## config.mk

```make
export PLATFORM = sky130hd
export DESIGN_NAME = ball_motion
export DESIGN_NICKNAME = d
export VERILOG_FILES = /design/src/rtl/pool_pkg.sv /design/src/rtl/frame_tick.sv /design/src/rtl/ball_motion.sv
export SDC_FILE = /design/constraint.sdc
export NUM_CORES = 1
export LEC_CHECK = 0
export CAP_MARGIN = 5
export CORE_UTILIZATION = 50
export DETAILED_ROUTE_END_ITERATION = 10
export HOLD_SLACK_MARGIN = 0.03
export PLACE_DENSITY = 0.83
export SYNTH_ARGS = -nofsm -noshare
export SYNTH_HDL_FRONTEND = slang
export SYNTH_SLANG_ARGS = --single-unit
export TNS_END_PERCENT = 1
```

## constraint.sdc

```tcl
create_clock -name vclock -period 3 [get_ports vclock]
set_clock_uncertainty 0.1 [all_clocks]
set_input_delay 0.3 -clock vclock [delete_from_list [all_inputs] [get_ports vclock]]
set_output_delay 0.3 -clock vclock [all_outputs]
set_load 0.05 [all_outputs]
```

## src/rtl/pool_pkg.sv

```systemverilog
// Shared pool-table constants, fixed-point widths and ball FSM encoding,
// used by the ball motion, sprite and collision blocks.
package pool_pkg;

    localparam int RADIUS       = 16;
    localparam int TABLE_LEFT   = 64;
    localparam int TABLE_RIGHT  = 960;
    localparam int TABLE_TOP    = 64;
    localparam int TABLE_BOTTOM = 704;

    // Position is 11.4 unsigned fixed point; velocity is signed 1/16 px per frame.
    localparam int POS_INT_W  = 11;
    localparam int POS_FRAC_W = 4;
    localparam int POS_W      = POS_INT_W + POS_FRAC_W;
    localparam int VEL_W      = 8;

    typedef enum logic [1:0] {
        IDLE,
        WAIT_FRAME,
        STEP,
        DECAY
    } ball_state_t;

    // -128 has no positive counterpart, so it would not survive a bounce negation.
    function automatic logic signed [VEL_W-1:0] sat_vel(input logic [VEL_W-1:0] v);
        return (v == 8'h80) ? 8'sh81 : signed'(v);
    endfunction

    function automatic logic [POS_INT_W-1:0] clamp_pos(
        input logic [POS_INT_W-1:0] v,
        input logic [POS_INT_W-1:0] lo,
        input logic [POS_INT_W-1:0] hi
    );
        if (v < lo) return lo;
        if (v > hi) return hi;
        return v;
    endfunction

endpackage

```

## src/rtl/frame_tick.sv

```systemverilog
// Falling-edge detector on the active-low vsync: one-cycle tick per frame.
module frame_tick (
    input  logic vclock,
    input  logic reset,
    input  logic vsync,
    output logic tick
);

    logic vsync_q;

    // History resets high so a vsync already low after reset still counts as a frame.
    always_ff @(posedge vclock) begin
        if (reset) begin
            vsync_q <= 1'b1;
            tick    <= 1'b0;
        end else begin
            vsync_q <= vsync;
            tick    <= vsync_q & ~vsync;
        end
    end

endmodule

```

## src/rtl/ball_motion.sv

```systemverilog
// Ball kinematics: strike/place in IDLE, one position step per video frame,
// cushion bounces and periodic friction until the ball comes to rest.
module ball_motion #(
    parameter int RADIUS          = pool_pkg::RADIUS,
    parameter int TABLE_LEFT      = pool_pkg::TABLE_LEFT,
    parameter int TABLE_RIGHT     = pool_pkg::TABLE_RIGHT,
    parameter int TABLE_TOP       = pool_pkg::TABLE_TOP,
    parameter int TABLE_BOTTOM    = pool_pkg::TABLE_BOTTOM,
    parameter int INIT_X          = 300,
    parameter int INIT_Y          = 400,
    parameter int FRICTION_PERIOD = 4
) (
    input  logic        vclock,
    input  logic        reset,
    input  logic        vsync,
    input  logic        strike,
    input  logic [7:0]  strike_vx,
    input  logic [7:0]  strike_vy,
    input  logic        place,
    input  logic [10:0] place_x,
    input  logic [10:0] place_y,
    output logic [10:0] x,
    output logic [10:0] y,
    output logic [7:0]  vx,
    output logic [7:0]  vy,
    output logic        moving
);
    import pool_pkg::*;

    localparam int          FC_W    = (FRICTION_PERIOD > 1) ? $clog2(FRICTION_PERIOD) : 1;
    localparam logic [FC_W-1:0] FC_LAST = FC_W'(FRICTION_PERIOD - 1);
    localparam logic [10:0] X_MIN   = 11'(TABLE_LEFT + RADIUS);
    localparam logic [10:0] X_MAX   = 11'(TABLE_RIGHT - RADIUS);
    localparam logic [10:0] Y_MIN   = 11'(TABLE_TOP + RADIUS);
    localparam logic [10:0] Y_MAX   = 11'(TABLE_BOTTOM - RADIUS);
    localparam logic [10:0] INIT_XI = 11'(INIT_X);
    localparam logic [10:0] INIT_YI = 11'(INIT_Y);

    ball_state_t       state, state_nx;
    logic [14:0]       pos_x, pos_y;
    logic signed [7:0] vel_x, vel_y;
    logic [FC_W-1:0]   fcnt;
    logic              tick;

    logic              strike_go, fc_wrap;
    logic [15:0]       sum_x, sum_y;
    logic              lo_x, hi_x, lo_y, hi_y;
    logic [14:0]       step_x, step_y;
    logic signed [7:0] step_vx, step_vy, dec_vx, dec_vy;

    frame_tick u_frame_tick (
        .vclock (vclock),
        .reset  (reset),
        .vsync  (vsync),
        .tick   (tick)
    );

    assign strike_go = strike && ((strike_vx != 8'd0) || (strike_vy != 8'd0));
    assign fc_wrap   = (fcnt == FC_LAST);

    // Step arithmetic is 16-bit so a (theoretical) underflow shows up as bit 15.
    always_comb begin
        sum_x   = {1'b0, pos_x} + {{8{vel_x[7]}}, vel_x};
        sum_y   = {1'b0, pos_y} + {{8{vel_y[7]}}, vel_y};
        lo_x    = sum_x[15] || (sum_x[14:4] < X_MIN);
        hi_x    = !sum_x[15] && (sum_x[14:4] > X_MAX);
        lo_y    = sum_y[15] || (sum_y[14:4] < Y_MIN);
        hi_y    = !sum_y[15] && (sum_y[14:4] > Y_MAX);
        step_x  = lo_x ? {X_MIN, 4'b0} : (hi_x ? {X_MAX, 4'b0} : sum_x[14:0]);
        step_y  = lo_y ? {Y_MIN, 4'b0} : (hi_y ? {Y_MAX, 4'b0} : sum_y[14:0]);
        step_vx = (lo_x || hi_x) ? -vel_x : vel_x;
        step_vy = (lo_y || hi_y) ? -vel_y : vel_y;
        dec_vx  = vel_x;
        dec_vy  = vel_y;
        if (fc_wrap && vel_x != 8'sd0) dec_vx = vel_x[7] ? vel_x + 8'sd1 : vel_x - 8'sd1;
        if (fc_wrap && vel_y != 8'sd0) dec_vy = vel_y[7] ? vel_y + 8'sd1 : vel_y - 8'sd1;
    end

    always_ff @(posedge vclock) begin
        if (reset) state <= IDLE;
        else       state <= state_nx;
    end

    always_comb begin
        state_nx = state;
        case (state)
            IDLE:       if (strike_go) state_nx = WAIT_FRAME;
            WAIT_FRAME: if (tick) state_nx = STEP;
            STEP:       state_nx = DECAY;
            DECAY:      state_nx = (dec_vx == 8'sd0 && dec_vy == 8'sd0) ? IDLE : WAIT_FRAME;
            default:    state_nx = IDLE;
        endcase
    end

    // Place and strike act on separate registers, so a same-cycle pair launches from the new spot.
    always_ff @(posedge vclock) begin
        if (reset) begin
            pos_x <= {INIT_XI, 4'b0};
            pos_y <= {INIT_YI, 4'b0};
            vel_x <= 8'sd0;
            vel_y <= 8'sd0;
            fcnt  <= '0;
        end else begin
            case (state)
                IDLE: begin
                    if (place) begin
                        pos_x <= {clamp_pos(place_x, X_MIN, X_MAX), 4'b0};
                        pos_y <= {clamp_pos(place_y, Y_MIN, Y_MAX), 4'b0};
                    end
                    if (strike_go) begin
                        vel_x <= sat_vel(strike_vx);
                        vel_y <= sat_vel(strike_vy);
                    end
                end
                STEP: begin
                    pos_x <= step_x;
                    pos_y <= step_y;
                    vel_x <= step_vx;
                    vel_y <= step_vy;
                end
                DECAY: begin
                    vel_x <= dec_vx;
                    vel_y <= dec_vy;
                    if (state_nx == IDLE || fc_wrap) fcnt <= '0;
                    else                             fcnt <= fcnt + 1'b1;
                end
                default: ;
            endcase
        end
    end

    always_comb begin
        x      = pos_x[14:4];
        y      = pos_y[14:4];
        vx     = vel_x;
        vy     = vel_y;
        moving = (vel_x != 8'sd0) || (vel_y != 8'sd0);
    end

endmodule

```

==> out/metrics.csv <==
metric,value,unit
status,"complete, but fails checks",
violated checks,negative setup slack,
Hold Crit Class,flop to flop,
met2 routed WL,9540,µm
# H-tree levels,2,
asr flop ratio synth,0,%
"antenna viol nets, final",0,
Post-Synthesis Cell Area,5880,µm²
fin crit share,107,%
WL/cell,18.2,µm
Max Freq,312,MHz
DRC,0,
1st-iter DRT viols,744,
Initial Utilization,51.5,%
post-synth top area share,17.7,%
"critical path fanouts, max",6,
"flops & latches, synth",52,
Final Worst Setup Slack,-201,ps
RSZ-0062 raised after global routing,yes,
fill count,908,
commonest cells in the netlist,"nor2_1 (61), nand2_1 (60), o21ai_0 (55), dfxtp_1 (52), ha_1 (51)",
Num CTS Buffers,5,
startpoint types,flop,
top-count cell post-synth,nor2_1,
PortBufs,81,
Critical Path AT,3290,ps
pre-CTS WS,-212,ps
initial antenna violation count,0,
GRT Overall Usage,30.2,%
maxcap violations,0,
chip width,110,µm
Cells after Synth,757,
Worst-Margin Slew,547,ps
Synth warnings,0,
vias,6765,
synth top area cells,"dfxtp_1 (18%), ha_1 (11%), o21ai_0 (4.7%)",
Pwr per Cell Area,523,nW/µm²
routability cong.,0.937,
critical path type,flop to flop,
post-synth cell types,86,
min Tclk post-route,3200,ps
P&R area growth vs syn,37.0,%
Setup TNS Final,-2560,ps
Slew Limit Fails,0,
TritonCTS clock tree,done,
full die area,12200,µm²
Metal-1 WL,7770,µm
core outline area,11400,µm²
crit end category,flop,
Clock Path Buffers,2,
total congestion overflow,0,
Sink Count,52,
NumNets Final,1024,
net count after synthesis,855,
Worst slew margin,63.2,%
Final HPWL DP,14200,µm
Final setup viols,24,
clock root buffer,clkbuf_16,
largest net degree at the start of global routing,19,
LEAKAGE,3.38,nW
Routed WL,19500,µm
worst skew pair latency,300,ps
share of cells above drive strength 1,26.8,%
clock-pin transition on the worst setup and hold timing paths,80,ps
Post-synth EDFFs,0,
number of vias per cell,6.32,
Pre-antenna DRT Iters,5,
final hold vios,0,
Synth area leader,dfxtp_1,
first-pass GRT wire length,30600,µm
Max VDD drop,0.402,mV
top sig layer,met4,
"Primary FF master, synth",dfxtp_1,
Hold WS,328,ps
Mapped Avg Cell Area,7.76,µm²
Required @ worst endpoint,3090,ps
sequential cell area fraction in the yosys report,17.7,%
routed wl met3,1350,µm
vias in the first global route,6447,
Ant. Diodes,0,
Die Height,110,µm
FP Rows,39,
I/O pin cnt,82,
cell usage in the layout, fill, tap and decap left out, types with 5 or more instances in the layout:
cell | Yosys | final
ha_4 | 0 | 5
a21oi_1 | 46 | 42
nand2_1 | 60 | 60
ha_1 | 51 | 46
o21ai_1 | 11 | 15
and2_1 | 8 | 7
buf_4 | 25 | 128
nor4_1 | 6 | 5
nor2b_1 | 11 | 9
o21ai_0 | 55 | 47
a211oi_1 | 9 | 7
o211ai_1 | 7 | 7
xor2_1 | 10 | 9
or2_2 | 6 | 6
a31oi_1 | 12 | 12
clkbuf_16 | 0 | 6
a221oi_2 | 0 | 6
o221a_2 | 6 | 6
dfxtp_4 | 0 | 11
a32o_1 | 5 | 5
o21a_1 | 11 | 10
a21oi_2 | 5 | 7
and3_1 | 5 | 5
nor2_1 | 61 | 61
nand2b_1 | 6 | 6
nand3_1 | 17 | 17
xnor2_1 | 28 | 24
nor3b_1 | 7 | 6
dfxtp_2 | 0 | 7
nor3_1 | 21 | 20
a21o_1 | 15 | 15
dfxtp_1 | 52 | 34
clkdlybuf4s50_1 | 0 | 80
o2111ai_1 | 9 | 8
inv_1 | 37 | 35
a22oi_1 | 10 | 10
a211o_1 | 5 | 5
o22ai_1 | 8 | 7
o211a_1 | 5 | 5
cell families after synthesis:
| group | count (synthesis) | share of synthesized area [%] |
|---|---|---|
| AO/OA/AOI/OAI | 280 | 34.1 |
| XOR/XNOR | 38 | 5.66 |
| adder cells (fa/ha/maj) | 55 | 12.2 |
| buffers and inverters | 86 | 7.92 |
| flip-flops | 52 | 17.7 |
| multiplexers | 8 | 1.43 |
| AND/OR/NAND/NOR | 238 | 20.9 |
power breakdown:
part	internal [W]	switching, W
combinational	0.00122	0.00149
clock	0.000365	0.000301
sequential	0.000763	0.0000687
metal layers:
metal	global-route usage [%]	vias to the layer above
li1	-	3181
met2	52.0	325
met3	3.62	81
met4	14.4	0
met1	37.3	3178
met5	0	-
worst max-delay path, cell delays in order (launching register included):
cell	delay, ps
dfxtp_2	380
ha_4	150
inv_2	40
fa_2	380
nor2b_4	130
o211ai_2	150
a31oi_1	220
xnor2_1	190
a211oi_4	310
o41ai_4	140
nor3_4	380
nor2_4	100
buf_4	150
o221a_2	270
through the flow:
step | cells | utilization (%) | total power, W | area (µm²)
floorplan | 757 | - | 0.00253 | 5980
detailed placement | 1054 | 66.2 | 0.00333 | 7560
CTS | 1069 | 68.9 | 0.00404 | 7870
global route | 1070 | 70.5 | 0.00446 | 8050
finish | 1070 | 70.5 | 0.00421 | 8050
global placement | 1054 | 66.2 | 0.00329 | 7560
layout make-up:
class | instances | area [µm²] | area share, %
multi-input cells | 619 | 4680 | 58.2
well taps | 143 | 179 | 2.22
clock inverters | 2 | 16.3 | 0.202
inverters | 37 | 139 | 1.72
repair buffers | 211 | 1790 | 22.3
clock buffers | 6 | 150 | 1.86
flip-flops and latches | 52 | 1090 | 13.5
registers in the layout, indices dropped and copies added (netlist names):
signal and flops:
pos_x 15, pos_y 15, vx 8, vy 8, fcnt 2, state 2, u_frame_tick.tick 1, u_frame_tick.vsync_q 1
what timing repair did:
action / CTS / global route
gates resized for setup: 23 / 41
hold buffers: 0 / 0
setup buffers: 8 / 1
pin swaps: 23 / 14
setup endpoints to repair: 40 / 46
gates cloned: 0 / 0
final timing paths:
check	startpoint	endpoint	slack (ps)	cells after the start
max	pos_y[0]	vy[6]	-200	13
min	u_frame_tick.vsync_q	u_frame_tick.tick	330	2
min reg2reg	u_frame_tick.vsync_q	u_frame_tick.tick	330	2
max reg2reg	pos_y[0]	vy[6]	-200	13
Note: power is estimated with default switching activity, not from simulation.
